**src/rtl/muldiv_pkg.sv**
```systemverilog
// ============================================================================
// Module   : muldiv_pkg
// Brief    : Shared op/state encodings and sizes for the iterative mul/div unit.
// Revision : 1.0 - initial release
// ============================================================================
`default_nettype none

package muldiv_pkg;

    localparam int WIDTH = 32;
    localparam int ITER  = 32;

    localparam logic [1:0] OP_MULTU = 2'b00;
    localparam logic [1:0] OP_DIVU  = 2'b01;
    localparam logic [1:0] OP_MULT  = 2'b10;
    localparam logic [1:0] OP_DIV   = 2'b11;

    typedef enum logic [1:0] {
        S_IDLE = 2'd0,
        S_CALC = 2'd1,
        S_DONE = 2'd2
    } state_t;

endpackage

`default_nettype wire

```
**src/rtl/muldiv_sign_fix.sv**
```systemverilog
// ============================================================================
// Module   : muldiv_sign_fix
// Brief    : Combinational magnitude extraction at issue and sign correction
//            of the unsigned core result at writeback (MULDIV_SIGNED_EN only).
// Revision : 1.0 - initial release
// ============================================================================
`default_nettype none

module muldiv_sign_fix #(
    parameter int WIDTH = 32
) (
    input  logic                 sgn,
    input  logic [WIDTH-1:0]     op1,
    input  logic [WIDTH-1:0]     op2,
    output logic [WIDTH-1:0]     mag1,
    output logic [WIDTH-1:0]     mag2,
    output logic                 neg1,
    output logic                 neg2,
    input  logic                 is_div,
    input  logic                 div_zero,
    input  logic                 res_neg1,
    input  logic                 res_neg2,
    input  logic [2*WIDTH-1:0]   raw,
    output logic [2*WIDTH-1:0]   fixed
);

    logic [WIDTH-1:0] w_quo;
    logic [WIDTH-1:0] w_rem;

    always_comb begin
        neg1 = sgn & op1[WIDTH-1];
        neg2 = sgn & op2[WIDTH-1];
        mag1 = neg1 ? -op1 : op1;
        mag2 = neg2 ? -op2 : op2;
    end

    // A zero divisor keeps the all-ones quotient; the remainder already
    // reproduces the signed dividend once its sign is restored.
    always_comb begin
        w_quo = raw[WIDTH-1:0];
        w_rem = raw[2*WIDTH-1:WIDTH];
        fixed = raw;
        if (is_div) begin
            if ((res_neg1 ^ res_neg2) && !div_zero) begin
                w_quo = -raw[WIDTH-1:0];
            end
            if (res_neg1) begin
                w_rem = -raw[2*WIDTH-1:WIDTH];
            end
            fixed = {w_rem, w_quo};
        end else if (res_neg1 ^ res_neg2) begin
            fixed = -raw;
        end
    end

endmodule

`default_nettype wire

```
**src/rtl/muldiv_unit.sv**
```systemverilog
// ============================================================================
// Module   : muldiv_unit
// Brief    : Iterative 32-cycle multiply/divide unit with HI/LO registers and
//            start/busy/done handshake. Signed ops enabled by MULDIV_SIGNED_EN.
// Revision : 1.0 - initial release
// ============================================================================
`default_nettype none

module muldiv_unit
    import muldiv_pkg::*;
#(
    parameter int WIDTH = muldiv_pkg::WIDTH,
    parameter int CNT_W = 5
) (
    input  logic             clk,
    input  logic             rst,
    input  logic             start,
    input  logic [1:0]       op,
    input  logic [WIDTH-1:0] Op1,
    input  logic [WIDTH-1:0] Op2,
    input  logic             hi_wr,
    input  logic             lo_wr,
    output logic             busy,
    output logic             done,
    output logic [WIDTH-1:0] hi,
    output logic [WIDTH-1:0] lo
);

    state_t             r_state;
    state_t             w_state_nxt;
    logic [CNT_W-1:0]   r_cnt;
    logic               r_is_div;
    logic [WIDTH-1:0]   r_a;
    logic [2*WIDTH-1:0] r_acc;
    logic [2*WIDTH-1:0] w_acc_nxt;
    logic [2*WIDTH-1:0] w_res;
    logic [WIDTH-1:0]   w_mag1;
    logic [WIDTH-1:0]   w_mag2;
    logic [WIDTH:0]     w_add;
    logic [WIDTH:0]     w_shl;
    logic [WIDTH-1:0]   w_sub;
    logic               w_ge;
    logic               w_last;

    assign w_last = (r_cnt == CNT_W'(WIDTH - 1));

`ifdef MULDIV_SIGNED_EN
    logic w_neg1;
    logic w_neg2;
    logic r_neg1;
    logic r_neg2;
    logic w_div_zero;

    assign w_div_zero = (r_a == '0);

    muldiv_sign_fix #(.WIDTH(WIDTH)) u_sign_fix (
        .sgn      (op[1]),
        .op1      (Op1),
        .op2      (Op2),
        .mag1     (w_mag1),
        .mag2     (w_mag2),
        .neg1     (w_neg1),
        .neg2     (w_neg2),
        .is_div   (r_is_div),
        .div_zero (w_div_zero),
        .res_neg1 (r_neg1),
        .res_neg2 (r_neg2),
        .raw      (w_acc_nxt),
        .fixed    (w_res)
    );

    always_ff @(posedge clk or posedge rst) begin
        if (rst) begin
            r_neg1 <= 1'b0;
            r_neg2 <= 1'b0;
        end else if (r_state == S_IDLE && start) begin
            r_neg1 <= w_neg1;
            r_neg2 <= w_neg2;
        end
    end
`else
    logic w_unused_op;

    assign w_unused_op = op[1];
    assign w_mag1      = Op1;
    assign w_mag2      = Op2;
    assign w_res       = w_acc_nxt;
`endif

    // r_acc holds {partial product, multiplier} or {remainder, dividend/quotient};
    // Op2 always sits in r_a, which works for both since the product commutes.
    always_comb begin
        w_add = {1'b0, r_acc[2*WIDTH-1:WIDTH]} + (r_acc[0] ? {1'b0, r_a} : '0);
        w_shl = {r_acc[2*WIDTH-1:WIDTH], r_acc[WIDTH-1]};
        w_ge  = (w_shl >= {1'b0, r_a});
        w_sub = w_shl[WIDTH-1:0] - r_a;
        if (r_is_div) begin
            w_acc_nxt = w_ge ? {w_sub, r_acc[WIDTH-2:0], 1'b1}
                             : {w_shl[WIDTH-1:0], r_acc[WIDTH-2:0], 1'b0};
        end else begin
            w_acc_nxt = {w_add, r_acc[WIDTH-1:1]};
        end
    end

    always_ff @(posedge clk or posedge rst) begin
        if (rst) begin
            r_state <= S_IDLE;
        end else begin
            r_state <= w_state_nxt;
        end
    end

    always_comb begin
        w_state_nxt = r_state;
        busy        = 1'b1;
        done        = 1'b0;
        case (r_state)
            S_IDLE: begin
                busy = 1'b0;
                if (start) begin
                    w_state_nxt = S_CALC;
                end
            end
            S_CALC: begin
                if (w_last) begin
                    w_state_nxt = S_DONE;
                end
            end
            S_DONE: begin
                done        = 1'b1;
                w_state_nxt = S_IDLE;
            end
            default: begin
                busy        = 1'b0;
                w_state_nxt = S_IDLE;
            end
        endcase
    end

    always_ff @(posedge clk or posedge rst) begin
        if (rst) begin
            r_cnt    <= '0;
            r_is_div <= 1'b0;
            r_a      <= '0;
            r_acc    <= '0;
            hi       <= '0;
            lo       <= '0;
        end else begin
            case (r_state)
                S_IDLE: begin
                    if (start) begin
                        r_cnt    <= '0;
                        r_is_div <= op[0];
                        r_a      <= w_mag2;
                        r_acc    <= {{WIDTH{1'b0}}, w_mag1};
                    end else begin
                        if (hi_wr) begin
                            hi <= Op1;
                        end
                        if (lo_wr) begin
                            lo <= Op1;
                        end
                    end
                end
                S_CALC: begin
                    r_acc <= w_acc_nxt;
                    r_cnt <= r_cnt + 1'b1;
                    if (w_last) begin
                        hi <= w_res[2*WIDTH-1:WIDTH];
                        lo <= w_res[WIDTH-1:0];
                    end
                end
                default: begin
                end
            endcase
        end
    end

endmodule

`default_nettype wire

```
**config.mk**
```make
export PLATFORM = sky130hd
export DESIGN_NAME = muldiv_unit
export DESIGN_NICKNAME = d
export VERILOG_FILES = /design/src/rtl/muldiv_pkg.sv /design/src/rtl/muldiv_sign_fix.sv /design/src/rtl/muldiv_unit.sv
export SDC_FILE = /design/constraint.sdc
export NUM_CORES = 1
export LEC_CHECK = 0
export ABC_AREA = 1
export ABC_CLOCK_PERIOD_IN_PS = 9650
export BUFFER_PORTS_ARGS = -buffer_cell sky130_fd_sc_hd__buf_2
export CAP_MARGIN = 10
export CORE_ASPECT_RATIO = 0.75
export CORE_MARGIN = 2
export CORE_UTILIZATION = 40
export CTS_CLUSTER_SIZE = 40
export DETAILED_ROUTE_END_ITERATION = 16
export GPL_TIMING_DRIVEN = 0
export SLEW_MARGIN = 10
export SYNTH_ARGS = -nofsm -noshare
export SYNTH_HDL_FRONTEND = slang
export SYNTH_HIERARCHICAL = 1
export SYNTH_SLANG_ARGS = --single-unit
```
**constraint.sdc**
```tcl
create_clock -name clk -period 9.65 [get_ports clk]
set_input_delay 0.965 -clock clk [delete_from_list [all_inputs] [get_ports clk]]
set_output_delay 0.965 -clock clk [all_outputs]
set_load 0.02 [all_outputs]
```
==> impl_metrics.csv <==
group,metric,value,unit
clocking,cts_tree,"done",
synthesis,syn_nets,2077,
timing,clock_skew,0.02060,ns
global_routing,grt.total_usage,28.80,%
synthesis,syn-cell-area,12750,um^2
worst_setup_path,cp.required,10.02,ns
finish,area_delta_synth_final,14.59,%
clocking,clock_path_buffers,2,
worst_setup_path,worstPathArrival,4.17,ns
pwr,p_per_area,420.4,nW/um^2
placed_design,place_inst,2477,
worst_setup_path,cp_top_family,"simple AND/OR/NAND/NOR gates",
placed_design,dp_hpwl,38.94,mm
timing,slew_headroom,33.15,%
pwr,irDropWorstVdd,0.1774,mV
synthesis,synth-edff-count,0,
synthesis,ys_types,44,
global_routing,overflow,0,
synthesis,synth_ff_type,"dfrtp_1",
worst_setup_path,crit_type,"flip-flop to flip-flop",
worst_setup_path,crit_top_cell,"nand2_1",
global_routing,antenna_found_initial,1,
clocking,postCtsSetupBuffers,0,
route,via_per_inst,5.307,
floorplanning,core_area,31320,um^2
route,drc,0,
floorplanning,die_w,210.2,um
worst_setup_path,max_stage_delay,0.58,ns
placed_design,io_buffers,135,
floorplanning,rows,56,
clocking,clock_latency,0.46,ns
timing,grt_setup_unrepaired,"false",
finish,finalNonFillerCells,2511,
run,maxCapViolCount,0,
route,route.vias.total,13326,
route,firstDrtPassIters,8,
worst_setup_path,crit_buf_inv,3,
outcome,outcome,"finished clean",
timing,fin_crit_sh,39.29,%
floorplanning,dieArea,33330,um^2
worst_setup_path,end_kind,"flip-flop",
route,wl,47.38,mm
floorplanning,start_util,40.71,%
synthesis,ys_ff_latch,168,
clocking,clock_sinks,168,
route,routedWlPerCell,18.87,um
clocking,clk_pin_slew,0.07,ns
timing,worst_pin_slew,1.003,ns
global_routing,grt_start_max_net_pins,95,
floorplanning,die_h,158.6,um
floorplanning,io_pins,137,
timing,max_freq,263.7,MHz
route,ant_nets,0,
global_routing,grt_pass1_wl,71.83,mm
clocking,cts_inserted_buffers,17,
worst_hold_path,hold_class,"flip-flop to flip-flop",
route,drt_iter0_drc,1284,
worst_setup_path,path_cells,"clkbuf_1 > clkbuf_1 > nand2_1 > inv_1 > ha_1 > fa_1 > nand2_1 > nand2_1 > and2_1 > nand2_1 > nand2_1 > nand2_1 > nand2_1 > nand2_1 > nand3_1 > nand3_1 > nand2_1 > nand2_1 > o21ai_0",
placed_design,gp_congestion,0.9511,
finish,final_nets,2232,
synthesis,syn_area_per_cell,6.589,um^2
timing,tns,0,ns
timing,hold_viol_final,0,
global_routing,first_global_vias,12308,
timing,slew_violations,0,
pwr,leakagePower,7.679,nW
clocking,cts_max_level,4,
synthesis,yosys_warnings,6,
clocking,hold_buffers,0,
synthesis,async_reset_ff_share,100.0,%
worst_setup_path,cp_max_fo,10,
clocking,root_buffer,"clkbuf_16",
finish,num-fill-cells,3333,
timing,fin_crit,3.792,ns
finish,drive_gt1_share,12.03,%
worst_setup_path,cpMaxStageDelayCell,"clkbuf_1",
synthesis,synthCells,1935,
clocking,cts_resized,0,
timing,finalSetupViolCount,0,
worst_setup_path,cp-start-kind,"flip-flop",
synthesis,yosysSeqAreaShare,32.97,%
==> worst register-to-register path, cell delays in order, from the launching register on <==
cell      delay (ns)
dfrtp_1         0.32
clkbuf_1        0.51
clkbuf_1        0.58
nand2_1         0.10
inv_1           0.08
ha_1            0.22
fa_1            0.30
nand2_1         0.07
nand2_1         0.10
and2_1          0.25
nand2_1         0.07
nand2_1         0.17
nand2_1         0.07
nand2_1         0.16
nand2_1         0.17
nand3_1         0.13
nand3_1         0.08
nand2_1         0.12
nand2_1         0.07
o21ai_0         0.13
==> area by class of cell <==
class                           instances  area, um^2  share of cell area, %
Buffer                                 69       306.5                  2.098
Tap cell                              406       508.0                  3.477
Inverter                              272        1028                  7.039
Sequential cell                       168        4204                  28.77
Clock inverter                         12       190.2                  1.302
Timing Repair Buffer                  136       703.2                  4.813
Clock buffer                           20       446.7                  3.057
Multi-Input combinational cell       1426        7218                  49.40
Antenna cell                            2       5.005                0.03426
==> per-layer routing <==
metal | GRT usage [%] | up-vias | wire (um)
met3 | 6.095 | 40 | 4002
met1 | 43.58 | 6242 | 23410
met5 | 0 | - | 0
met4 | 6.383 | 0 | 760
met2 | 41.55 | 488 | 19200
li1 | - | 6556 | -
==> synth_stat cells, types with 10 or more instances <==
cell type | n | share of area (%)
a21oi_1 | 147 | 5.8
a21oi_2 | 15 | 1.0
a31oi_1 | 62 | 3.0
clkbuf_1 | 51 | 1.5
dfrtp_1 | 168 | 33
ha_1 | 69 | 6.8
inv_1 | 263 | 7.7
nand2_1 | 573 | 17
nand2_2 | 24 | 1.2
nand3_1 | 120 | 4.7
nand4_1 | 17 | 0.83
nor2_1 | 181 | 5.3
nor3_1 | 11 | 0.43
o21ai_0 | 100 | 3.9
o21ai_1 | 17 | 0.67
o21ai_2 | 10 | 0.69
o21bai_1 | 10 | 0.59
xor2_1 | 16 | 1.1
==> cell families after synthesis <==
group	after synthesis	share of synthesized area [%]
compound gates	370	16.27
simple gates	962	31.68
fa+ha+maj	71	7.085
buf+inv	341	10.41
xor+xnor	23	1.580
flops	168	32.97
==> registers in the layout, indices dropped and copies added (netlist names) <==
register and count:
r_a 32, hi 32, r_state 2, r_is_div 1, r_cnt 5, r_acc 64, lo 32
==> report_power, final <==
part / switching [mW] / internal [mW]
sequential: 0.307 / 1.05
combinational: 2.78 / 1.23
clock: 0.320 / 0.446
==> placed cells by master (no fill, tap or decap), types with 7 or more instances in the layout <==
master       n
nand2_1    573
inv_1      262
nor2_1     181
dfrtp_1    168
a21oi_1    147
buf_2      140
nand3_1    120
o21ai_0    100
ha_1        69
a31oi_1     62
clkbuf_1    53
nand2_2     24
nand4_1     17
o21ai_1     17
clkbuf_16   17
xor2_1      16
a21oi_2     15
nor3_1      11
o21bai_1    10
o21ai_2     10
xnor2_1      7
nand3b_1     7
buf_1        7
==> worst paths after layout <==
| check | start | endpoint | slack (ns) | depth (start not counted) |
|---|---|---|---|---|
| setup / recovery | r_acc[0]$_DFFE_PP0P_ | r_acc[59]$_DFFE_PP0P_ | 5.86 | 19 |
| hold / removal | r_cnt[4]$_DFFE_PP0P_ | r_cnt[4]$_DFFE_PP0P_ | 0.50 | 2 |
| setup reg to reg | r_acc[0]$_DFFE_PP0P_ | r_acc[59]$_DFFE_PP0P_ | 5.86 | 19 |
| hold reg to reg | r_cnt[4]$_DFFE_PP0P_ | r_cnt[4]$_DFFE_PP0P_ | 0.50 | 2 |
| max in group asynchronous | rst | r_a[31]$_DFFE_PP0P_ | 8.17 | 3 |
| min in group asynchronous | rst | lo[2]$_DFFE_PP0P_ | 0.62 | 2 |
==> through the flow <==
step	hold slack, ns	worst slack (ns)	utilization (%)	power, mW	instance area [um^2]
2_1_floorplan	0.4555	4.138	-	4.042	12750
4_1_cts	0.4951	5.980	46.63	6.096	14610
6_report	0.4966	5.858	46.65	6.142	14610
3_3_place_gp	0.4755	2.050	44.49	5.275	13930
5_1_grt	0.5428	5.569	46.63	6.659	14610
3_5_place_dp	0.4788	5.997	44.60	5.311	13970
(Power assumes the default switching activity.)
